**src/rtl/ad5592_pkg.sv**
```systemverilog
// Shared constants, frame field positions and FSM state type for the
// AD5592 serial-interface responder.
package ad5592_pkg;

    // Control-register addresses with special meaning
    localparam logic [3:0] ADDR_ADC_SEQ = 4'b0010;
    localparam logic [3:0] ADDR_NOP     = 4'b0000;

    // Field positions inside a 16-bit frame
    localparam int DAC_FLAG = 15;
    localparam int ADDR_MSB = 14;
    localparam int ADDR_LSB = 11;
    localparam int CH_MSB   = 14;
    localparam int CH_LSB   = 12;

    // Number of SCLK rising edges that make a valid frame
    localparam logic [4:0] FRAME_BITS = 5'd16;

    typedef enum logic [1:0] {
        ST_IDLE,
        ST_SHIFT,
        ST_DONE
    } state_t;

    // Next set bit of mask strictly after cur, wrapping 7 -> 0. Passing
    // cur = 7 yields the lowest set bit; a single-bit mask returns cur.
    function automatic logic [2:0] next_set_bit(input logic [7:0] mask,
                                                input logic [2:0] cur);
        logic [2:0] idx;
        logic       found;
        next_set_bit = cur;
        found        = 1'b0;
        for (int i = 1; i <= 8; i++) begin
            idx = cur + 3'(i);
            if (!found && mask[idx]) begin
                next_set_bit = idx;
                found        = 1'b1;
            end
        end
    endfunction

endpackage

```
**src/rtl/spi_in_sync.sv**
```systemverilog
// Multi-stage synchronizer for one asynchronous SPI pin, followed by a
// rising/falling edge detector in the clk domain.
module spi_in_sync #(
    parameter int   SYNC_STAGES = 2,
    parameter logic RST_VAL     = 1'b0
) (
    input  logic clk,
    input  logic rst_n,
    input  logic i_d,
    output logic o_q,
    output logic o_rise,
    output logic o_fall
);

    logic [SYNC_STAGES-1:0] r_sync;
    logic                   r_prev;

    // Shift the pin through the synchronizer chain and keep the previous
    // synchronized value for edge detection. Reset value matches the idle
    // level of the pin so no spurious edge appears after reset release.
    always_ff @(posedge clk or negedge rst_n) begin
        if (!rst_n) begin
            r_sync <= {SYNC_STAGES{RST_VAL}};
            r_prev <= RST_VAL;
        end else begin
            r_sync <= {r_sync[SYNC_STAGES-2:0], i_d};
            r_prev <= r_sync[SYNC_STAGES-1];
        end
    end

    assign o_q    = r_sync[SYNC_STAGES-1];
    assign o_rise = r_sync[SYNC_STAGES-1] & ~r_prev;
    assign o_fall = ~r_sync[SYNC_STAGES-1] & r_prev;

endmodule

```
**src/rtl/ad5592_spi_slave.sv**
```systemverilog
// AD5592-style SPI responder: oversamples the SPI pins, decodes 16-bit
// DAC / control / ADC-sequence frames and returns ADC results on MISO
// one frame after the conversion is captured.
module ad5592_spi_slave
    import ad5592_pkg::*;
#(
    parameter int SYNC_STAGES = 2,
    parameter int ADC_W       = 12
) (
    input  logic                 clk,
    input  logic                 rst_n,
    input  logic                 spi_csn,
    input  logic                 spi_clk,
    input  logic                 spi_mosi,
    output logic                 spi_miso,
    input  logic [8*ADC_W-1:0]   adc_data,
    output logic                 dac_wr_en,
    output logic [2:0]           dac_wr_ch,
    output logic [ADC_W-1:0]     dac_wr_data,
    output logic                 reg_wr_en,
    output logic [3:0]           reg_addr,
    output logic [10:0]          reg_data,
    output logic [7:0]           adc_seq,
    output logic                 adc_conv_en,
    output logic [2:0]           adc_conv_ch,
    output logic                 frame_err
);

    // Synchronized pin levels and edge events
    logic w_csn_s,  w_csn_rise,  w_csn_fall;
    logic w_sclk_s, w_sclk_rise, w_sclk_fall;
    logic w_mosi_s, w_mosi_rise, w_mosi_fall;
    logic w_unused;

    spi_in_sync #(.SYNC_STAGES(SYNC_STAGES), .RST_VAL(1'b1)) u_sync_csn (
        .clk    (clk),
        .rst_n  (rst_n),
        .i_d    (spi_csn),
        .o_q    (w_csn_s),
        .o_rise (w_csn_rise),
        .o_fall (w_csn_fall)
    );

    spi_in_sync #(.SYNC_STAGES(SYNC_STAGES), .RST_VAL(1'b0)) u_sync_sclk (
        .clk    (clk),
        .rst_n  (rst_n),
        .i_d    (spi_clk),
        .o_q    (w_sclk_s),
        .o_rise (w_sclk_rise),
        .o_fall (w_sclk_fall)
    );

    spi_in_sync #(.SYNC_STAGES(SYNC_STAGES), .RST_VAL(1'b0)) u_sync_mosi (
        .clk    (clk),
        .rst_n  (rst_n),
        .i_d    (spi_mosi),
        .o_q    (w_mosi_s),
        .o_rise (w_mosi_rise),
        .o_fall (w_mosi_fall)
    );

    // Only the SCLK edges and the MOSI level are needed
    assign w_unused = ^{w_sclk_s, w_mosi_rise, w_mosi_fall};

    state_t              r_state;
    logic [4:0]          r_bit_cnt;
    logic [15:0]         r_rx_shift;
    logic [15:0]         r_tx_shift;
    logic [15:0]         r_tx_next;
    logic                r_armed;
    logic [2:0]          r_next_ch;
    logic [7:0]          r_adc_seq;
    logic                r_miso;
    logic                r_dac_wr_en;
    logic [2:0]          r_dac_wr_ch;
    logic [ADC_W-1:0]    r_dac_wr_data;
    logic                r_reg_wr_en;
    logic [3:0]          r_reg_addr;
    logic [10:0]         r_reg_data;
    logic                r_adc_conv_en;
    logic [2:0]          r_adc_conv_ch;
    logic                r_frame_err;

    // Sample of the channel the sequencer points at, and the result word
    // that would be queued for the next frame
    logic [ADC_W-1:0]    w_sample;
    logic [15:0]         w_conv_word;
    logic                w_sclk_active;

    assign w_sample      = adc_data[int'(r_next_ch)*ADC_W +: ADC_W];
    assign w_conv_word   = r_armed ? {1'b0, r_next_ch, w_sample} : 16'h0000;
    assign w_sclk_active = (r_state == ST_SHIFT) && !w_csn_s;

    // Frame FSM: shift in/out during SHIFT, act on the frame in DONE
    always_ff @(posedge clk or negedge rst_n) begin
        if (!rst_n) begin
            r_state       <= ST_IDLE;
            r_bit_cnt     <= '0;
            r_rx_shift    <= '0;
            r_tx_shift    <= '0;
            r_tx_next     <= '0;
            r_armed       <= 1'b0;
            r_next_ch     <= '0;
            r_adc_seq     <= '0;
            r_miso        <= 1'b0;
            r_dac_wr_en   <= 1'b0;
            r_dac_wr_ch   <= '0;
            r_dac_wr_data <= '0;
            r_reg_wr_en   <= 1'b0;
            r_reg_addr    <= '0;
            r_reg_data    <= '0;
            r_adc_conv_en <= 1'b0;
            r_adc_conv_ch <= '0;
            r_frame_err   <= 1'b0;
        end else begin
            r_dac_wr_en   <= 1'b0;
            r_reg_wr_en   <= 1'b0;
            r_adc_conv_en <= 1'b0;
            r_frame_err   <= 1'b0;
            case (r_state)
                ST_IDLE: begin
                    if (w_csn_fall) begin
                        r_bit_cnt  <= '0;
                        r_tx_shift <= r_tx_next;
                        r_miso     <= r_tx_next[15];
                        r_state    <= ST_SHIFT;
                    end
                end
                ST_SHIFT: begin
                    if (w_csn_rise) begin
                        r_state <= ST_DONE;
                    end else if (w_sclk_active) begin
                        if (w_sclk_rise) begin
                            r_rx_shift <= {r_rx_shift[14:0], w_mosi_s};
                            if (r_bit_cnt != 5'd17) begin
                                r_bit_cnt <= r_bit_cnt + 5'd1;
                            end
                        end
                        if (w_sclk_fall) begin
                            r_tx_shift <= {r_tx_shift[14:0], 1'b0};
                            r_miso     <= r_tx_shift[14];
                        end
                    end
                end
                ST_DONE: begin
                    r_state <= ST_IDLE;
                    if (r_bit_cnt != FRAME_BITS) begin
                        r_frame_err <= 1'b1;
                    end else if (!r_rx_shift[DAC_FLAG] &&
                                 r_rx_shift[ADDR_MSB:ADDR_LSB] == ADDR_ADC_SEQ) begin
                        // Sequence write re-arms and drops any pending result
                        r_adc_seq <= r_rx_shift[7:0];
                        r_armed   <= |r_rx_shift[7:0];
                        r_next_ch <= next_set_bit(r_rx_shift[7:0], 3'd7);
                        r_tx_next <= 16'h0000;
                    end else begin
                        if (r_rx_shift[DAC_FLAG]) begin
                            r_dac_wr_en   <= 1'b1;
                            r_dac_wr_ch   <= r_rx_shift[CH_MSB:CH_LSB];
                            r_dac_wr_data <= r_rx_shift[ADC_W-1:0];
                        end else begin
                            r_reg_wr_en <= 1'b1;
                            r_reg_addr  <= r_rx_shift[ADDR_MSB:ADDR_LSB];
                            r_reg_data  <= r_rx_shift[10:0];
                        end
                        // Conversion pipeline: capture now, shift out next frame
                        r_tx_next <= w_conv_word;
                        if (r_armed) begin
                            r_adc_conv_en <= 1'b1;
                            r_adc_conv_ch <= r_next_ch;
                            r_next_ch     <= next_set_bit(r_adc_seq, r_next_ch);
                        end
                    end
                end
                default: r_state <= ST_IDLE;
            endcase
        end
    end

    assign spi_miso    = r_miso;
    assign dac_wr_en   = r_dac_wr_en;
    assign dac_wr_ch   = r_dac_wr_ch;
    assign dac_wr_data = r_dac_wr_data;
    assign reg_wr_en   = r_reg_wr_en;
    assign reg_addr    = r_reg_addr;
    assign reg_data    = r_reg_data;
    assign adc_seq     = r_adc_seq;
    assign adc_conv_en = r_adc_conv_en;
    assign adc_conv_ch = r_adc_conv_ch;
    assign frame_err   = r_frame_err;

endmodule

```
**config.mk**
```make
export PLATFORM = sky130hd
export DESIGN_NAME = ad5592_spi_slave
export DESIGN_NICKNAME = d
export VERILOG_FILES = /design/src/rtl/ad5592_pkg.sv /design/src/rtl/spi_in_sync.sv /design/src/rtl/ad5592_spi_slave.sv
export SDC_FILE = /design/constraint.sdc
export NUM_CORES = 1
export LEC_CHECK = 0
export ABC_AREA = 1
export CORE_UTILIZATION = 30
export CTS_CLUSTER_SIZE = 30
export DETAILED_ROUTE_END_ITERATION = 6
export SYNTH_ARGS = -nofsm -noshare
export SYNTH_HDL_FRONTEND = slang
export SYNTH_SLANG_ARGS = --single-unit
```
**constraint.sdc**
```tcl
create_clock -name clk -period 3 [get_ports clk]
set_clock_uncertainty 0.15 [all_clocks]
set_input_delay 0.9 -clock clk [delete_from_list [all_inputs] [get_ports clk]]
set_output_delay 0.9 -clock clk [all_outputs]
set_load 0.1 [all_outputs]
```
# Yosys cells after proc, flatten, opt, wreduce, memory -nomap -nowiden
# Cells that the tools add are included.
[classes]
n_addsub = 8
n_mul = 1
shifts = 1
n_reduce_logical = 47
mux = 132
eq_ne = 13
magnitude_cmp = 8
bitwise = 12
[ops]
columns = ["operator", "count"]
rows = [
  ["$shiftx A96 B8 Y12", 1],
  ["$mux W15", 6],
  ["$mux W1", 89],
  ["$mux W3", 18],
  ["$lt A3 B4 Y1 const B", 8],
  ["$pmux W15 S2", 1],
  ["$mux W5", 5],
  ["$bmux W1 S3", 8],
  ["$logic_and A1 B1 Y1", 16],
  ["$logic_not A1 Y1", 16],
  ["$reduce_and A4 Y1", 4],
  ["$add A3 B3 Y3 const B", 4],
  ["$ne A2 B1 Y1 const B", 5],
  ["$ne A5 B5 Y1 const B", 2],
  ["$pmux W5 S2", 1],
  ["$reduce_and A5 Y1", 2],
  ["$not A1 Y1", 8],
  ["$reduce_bool A8 Y1", 1],
  ["$reduce_or A8 Y1", 1],
  ["$add A3 B2 Y3 const B", 2],
  ["$ne A2 B2 Y1 const B", 3],
  ["$reduce_and A6 Y1", 1],
  ["$add A5 B1 Y5 const B", 1],
  ["$mul A3 B2 Y5 const B", 1],
  ["other kinds (12)", 18],
]
[totals]
output_inout_bits = 46
inputBits = 101
register_bits = 111
word_cells = 245

# Longest topological paths before layout
[logic_depth]
word_depth = 55
depth_mapped = 20
ltp_nobuf = 17

# By module
# From an unflattened synthesis, not the netlist that was laid out.
[unflattened]
hier_cells = 726
area_unflattened_um2 = 5881.9
[by_module_without_submodules]
columns = ["mod", "seq_area_each_um2", "area_each_um2", "cells_per_inst", "instances"]
rows = [
  ["ad5592_spi_slave", 2577.5, 5607.9, 705, 1],
  ["spi_in_sync at u_sync_mosi ...", 75.1, 90.1, 7, 2],
  ["spi_in_sync at u_sync_csn", 78.8, 93.8, 7, 1],
]

# Least setup slack after synthesis
# Ideal clock, no wire load.
[synth_timing]
path_kind = "register to register"
start = "register r_next_ch[0]"
end = "register r_next_ch[1]"
synth_period_minus_slack_ns = 2.609
t_required_ns = 2.734
path_buffers = 3
t_arrival_ns = 2.343
stages_incl_launch_ff = 20
path_slack_ns = 0.391
setup_ns = 0.116
path_cell_list = "dfrtp_1 -> inv_2 -> buf_6 -> clkbuf_1 -> ha_1 -> buf_2 -> inv_1 -> nand3_1 -> nand2_1 -> nand2_1 -> nand2_2 -> nand3_1 -> nor2_2 -> nand4_1 -> nand2_1 -> inv_1 -> nand2_1 -> nand2_1 -> nand2_1 -> nand2_1"
[synth_via]
elab_chain_len = 54
elab_cells_between_ends = 85
cone_classes = "7 x add/sub; 1 x eq/ne; 61 x mux; 16 x reduce/logical"
[synth_lines]
columns = ["element", "line_no", "rtl"]
rows = [
  ["start: declaration", "ad5592_spi_slave.sv:71", "logic [2:0] r_next_ch;"],
  ["start signal: assignment", "ad5592_spi_slave.sv:154", "r_next_ch <= next_set_bit(r_rx_shift[7:0], 3'd7);"],
  ["start signal: assignment", "ad5592_spi_slave.sv:171", "r_next_ch <= next_set_bit(r_adc_seq, r_next_ch);"],
  ["$add A3 B1 Y3", "ad5592_pkg.sv:34", "idx = cur + 3'(i);"],
  ["$bmux W1 S3", "ad5592_pkg.sv:35", "if (!found && mask[idx]) begin"],
  ["$mux W1 (not written as such)", "ad5592_pkg.sv:35", ""],
  ["$mux W1", "ad5592_pkg.sv:35", ""],
  ["$mux W1", "ad5592_spi_slave.sv:168", "if (r_armed) begin"],
  ["$mux W1", "ad5592_spi_slave.sv:149", "end else if (!r_rx_shift[DAC_FLAG] &&"],
  ["$mux W1", "ad5592_spi_slave.sv:147", "if (r_bit_cnt != FRAME_BITS) begin"],
  ["$mux W1", "ad5592_spi_slave.sv:120", "case (r_state)"],
  ["[38 not listed]", "--", ""],
  ["$mux W1", "ad5592_spi_slave.sv:168", ""],
  ["$mux W1", "ad5592_spi_slave.sv:149", ""],
  ["$mux W1", "ad5592_spi_slave.sv:147", ""],
  ["$mux W1", "ad5592_spi_slave.sv:120", ""],
  ["$logic_not A1 Y1", "ad5592_pkg.sv:35", ""],
  ["$logic_and A1 B1 Y1", "ad5592_pkg.sv:35", ""],
  ["$ne A2 B2 Y1 (no source line)", "--", ""],
  ["$reduce_and A5 Y1 (no source line)", "--", ""],
]
# Parallel ways exist; a longest one is shown, timed or not. The select of a mux whose other input is x is not followed.
# A chain may end at the register's enable or synchronous reset.

# Final worst setup path
[layout_timing]
start = "register r_next_ch[0]"
end = "register r_next_ch[2]"
# The elaborated chain is that of the path after synthesis.

==> results.md <==
- Outcome: complete, no violations
- Port Buf Inserts: 146
- Most frequent cells in the layout: nand2_1, o21ai_0, dfrtp_1
- CP max stage cell: dfrtp_1
- Root Driver: clkbuf_16
- Gr ovfl total: 0
- Setup TNS: 0 ns
- Element type at the critical path end: flip-flop
- DP Worst Slack: 0.5792 ns
- Mapped Nets: 830
- Cell variety after synth: 38
- Min Clock Period, post-route: 2.428 ns
- Critical Path Max Stage Delay: 0.40 ns
- Fin. Hold Viols: 0
- Pre-antenna DRT Iters: 5
- Num CTS Buffers: 9
- Hpwl dp: 11.82 mm
- Worst min path class: flip-flop to flip-flop
- Post-route setup slack: 0.5716 ns
- Count of final setup violators: 0
- Async set-reset flop share out of synthesis: 1.000
- Starting Density: 0.3056
- Htree depth: 3
- Via count: 5319
- Post-Synthesis Cells: 724
- Critical Path RT: 3.10 ns
- I/O Pins: 147
- Crit path kind: flip-flop to flip-flop
- Core box area: 0.01871 mm²
- Achievable frequency: 0.4118 GHz
- All-layer global routing usage: 0.1651
- Ys flop type: dfrtp_1
- Leak: 3.412 nW
- Critical Path AT: 2.53 ns
- Tot Pwr: 3.603 mW
- Hold buffer count at CTS: 0
- Worst-path cell chain: buf_4 > ha_1 > inv_1 > nand2_1 > nand2_1 > inv_1 > nand3_1 > nand2_1 > nor2_4 > nand4_2 > a21oi_1 > nor2_1 > nand2_1 > nand2_1 > nand2_1 > nand2_1
- Fillers: 1885
- WL per Instance: 14.58 µm
- Post-CTS Setup Bufs: 0
- Startpoint Class: flip-flop
- Final hold slack: 0.2028 ns
- Cell Pwr Density: 470.4 mW/mm²
- Final wirelength: 16.07 mm
- RSZ-0062 raised after global routing: false
- Slew @ Worst Pin: 0.5027 ns
- CTS resizes: 0
- Antenna cell count: 0
- Clock Path Buffers: 2
- Synth warn: 0
- Core Rows: 50
- Max-slew headroom: 0.6630
- Largest net degree at the start of global routing: 43
- Layout area overhead: 33.97%
- Crit. Startpoint: r_next_ch[0]$_DFFE_PN0P_
- Seq/Total Area, Yosys: 0.4865
- Nets@finish: 969
- Period utilisation layout: 0.8095
- Number of synthesized flops with an enable pin: 0
- Syn Area/Cell: 7.896 µm²
- CP delay by family, top: simple AND/OR/NAND/NOR gates
- MaxCap Viol Count: 0
- Share of layout cells above drive strength 1: 0.1336
- Clock transition at the registers of the reported paths: 0.08 ns
- Max IR drop VDD: 0.0004077 V
- Die X: 140.0 µm
- Commonest non-fill, non-tap cell in the layout: nand2_1
- First-pass GRT wire length: 25.63 mm
- Min-delay src: u_sync_mosi.r_sync[0]$_DFF_PN0_
- CTS tree: built
- Die ar.: 0.01961 mm²
- Slew Viols, Final: 0
- Crit-path max FO: 32
- Clock sinks: 111
- Mapped cell area: 0.005717 mm²
- Clock latency on the worst-skew pair: 0.36 ns
- Placer Congestion: 0.8674
- Initial antenna violation count: 0
- Antenna viol nets, final: 0
- DRC errors left: 0
- Most frequent CP cell: nand2_1
- Vias per cell: 4.827
- R2r startpoint: r_next_ch[0]$_DFFE_PN0P_
- DRT iter0 DRCs: 330
- Die height: 140.0 µm
- CP Buf/Inv Count: 3
- FF+latch count, synth: 111
- Vias in the first global route: 4907
-- kinds of logic (layout without fill, tap and decap cells) --
group,after synthesis,after routing,synth area share
compound gates,195,195,0.1944
xor+xnor,2,2,0.003065
fa+ha+maj,5,5,0.01094
buf+inv,107,251,0.07419
flops,111,111,0.4865
simple gates,304,304,0.2309
-- report_power, final --
group / total, mW / switching, mW / internal, mW
clock: 1.22 / 0.561 / 0.660
combinational: 0.676 / 0.410 / 0.266
sequential: 1.71 / 0.0614 / 1.64
-- routing by layer --
metal  vias to the layer above  wire, µm  track usage
met1                      2482      7441       0.2186
met5                         -         0            0
li1                       2685         -            -
met2                       141      7627       0.2739
met3                        11       853      0.03556
met4                         0       144      0.04106
-- synthesized netlist by cell type (all sizes together) (5+ instances only) --
cell type | count | area [µm²]
dfrtp | 108 | 2703
nand4 | 12 | 93.84
clkbuf | 25 | 93.84
o211ai | 13 | 97.59
nand3 | 41 | 220.2
o21ai | 138 | 690.7
nor2 | 85 | 349.1
o22ai | 11 | 68.82
o21a | 9 | 67.56
nand2 | 161 | 619.3
buf | 10 | 60.05
o2111ai | 7 | 61.31
a22o | 6 | 52.55
ha | 5 | 62.56
inv | 72 | 270.3
-- flip-flops by register name, summed over array words and instances (netlist names), 3 cells and up --
| name | cells |
|---|---|
| r_tx_shift | 15 |
| reg_addr | 4 |
| r_next_ch | 3 |
| r_rx_shift | 16 |
| r_bit_cnt | 5 |
| reg_data | 11 |
| adc_conv_ch | 3 |
| adc_seq | 8 |
| dac_wr_ch | 3 |
| dac_wr_data | 12 |
| r_tx_next | 15 |
-- metrics by stage --
stage,area [µm²],util,std cells
2_1_floorplan,5717,-,724
3_3_place_gp,7356,0.3932,1086
3_5_place_dp,7356,0.3932,1086
4_1_cts,7659,0.4094,1102
5_1_grt,7659,0.4094,1102
6_report,7659,0.4094,1102
-- final timing paths --
kind | end | slack (ns) | cells past startpoint
worst max-delay path | r_next_ch[2]$_DFFE_PN0P_ | 0.57 | 16
worst min-delay path | u_sync_mosi.r_sync[1]$_DFF_PN0_ | 0.20 | 0
worst max register to register | r_next_ch[2]$_DFFE_PN0P_ | 0.57 | 16
worst min register to register | u_sync_mosi.r_sync[1]$_DFF_PN0_ | 0.20 | 0
max in group asynchronous | u_sync_csn.r_prev$_DFF_PN1_ | 1.71 | 2
min in group asynchronous | r_bit_cnt[2]$_DFFE_PN0P_ | 0.36 | 1
-- layout make-up --
class | instances | area [µm²] | area share
Sequential cell | 111 | 2781 | 0.3632
Multi-Input combinational cell | 506 | 2515 | 0.3284
Timing Repair Buffer | 163 | 1496 | 0.1954
Tap cell | 234 | 292.8 | 0.03823
Inverter | 72 | 270.3 | 0.03529
Clock buffer | 10 | 229.0 | 0.02990
Clock inverter | 6 | 73.82 | 0.009639
Note: power is estimated with default switching activity, not from simulation.
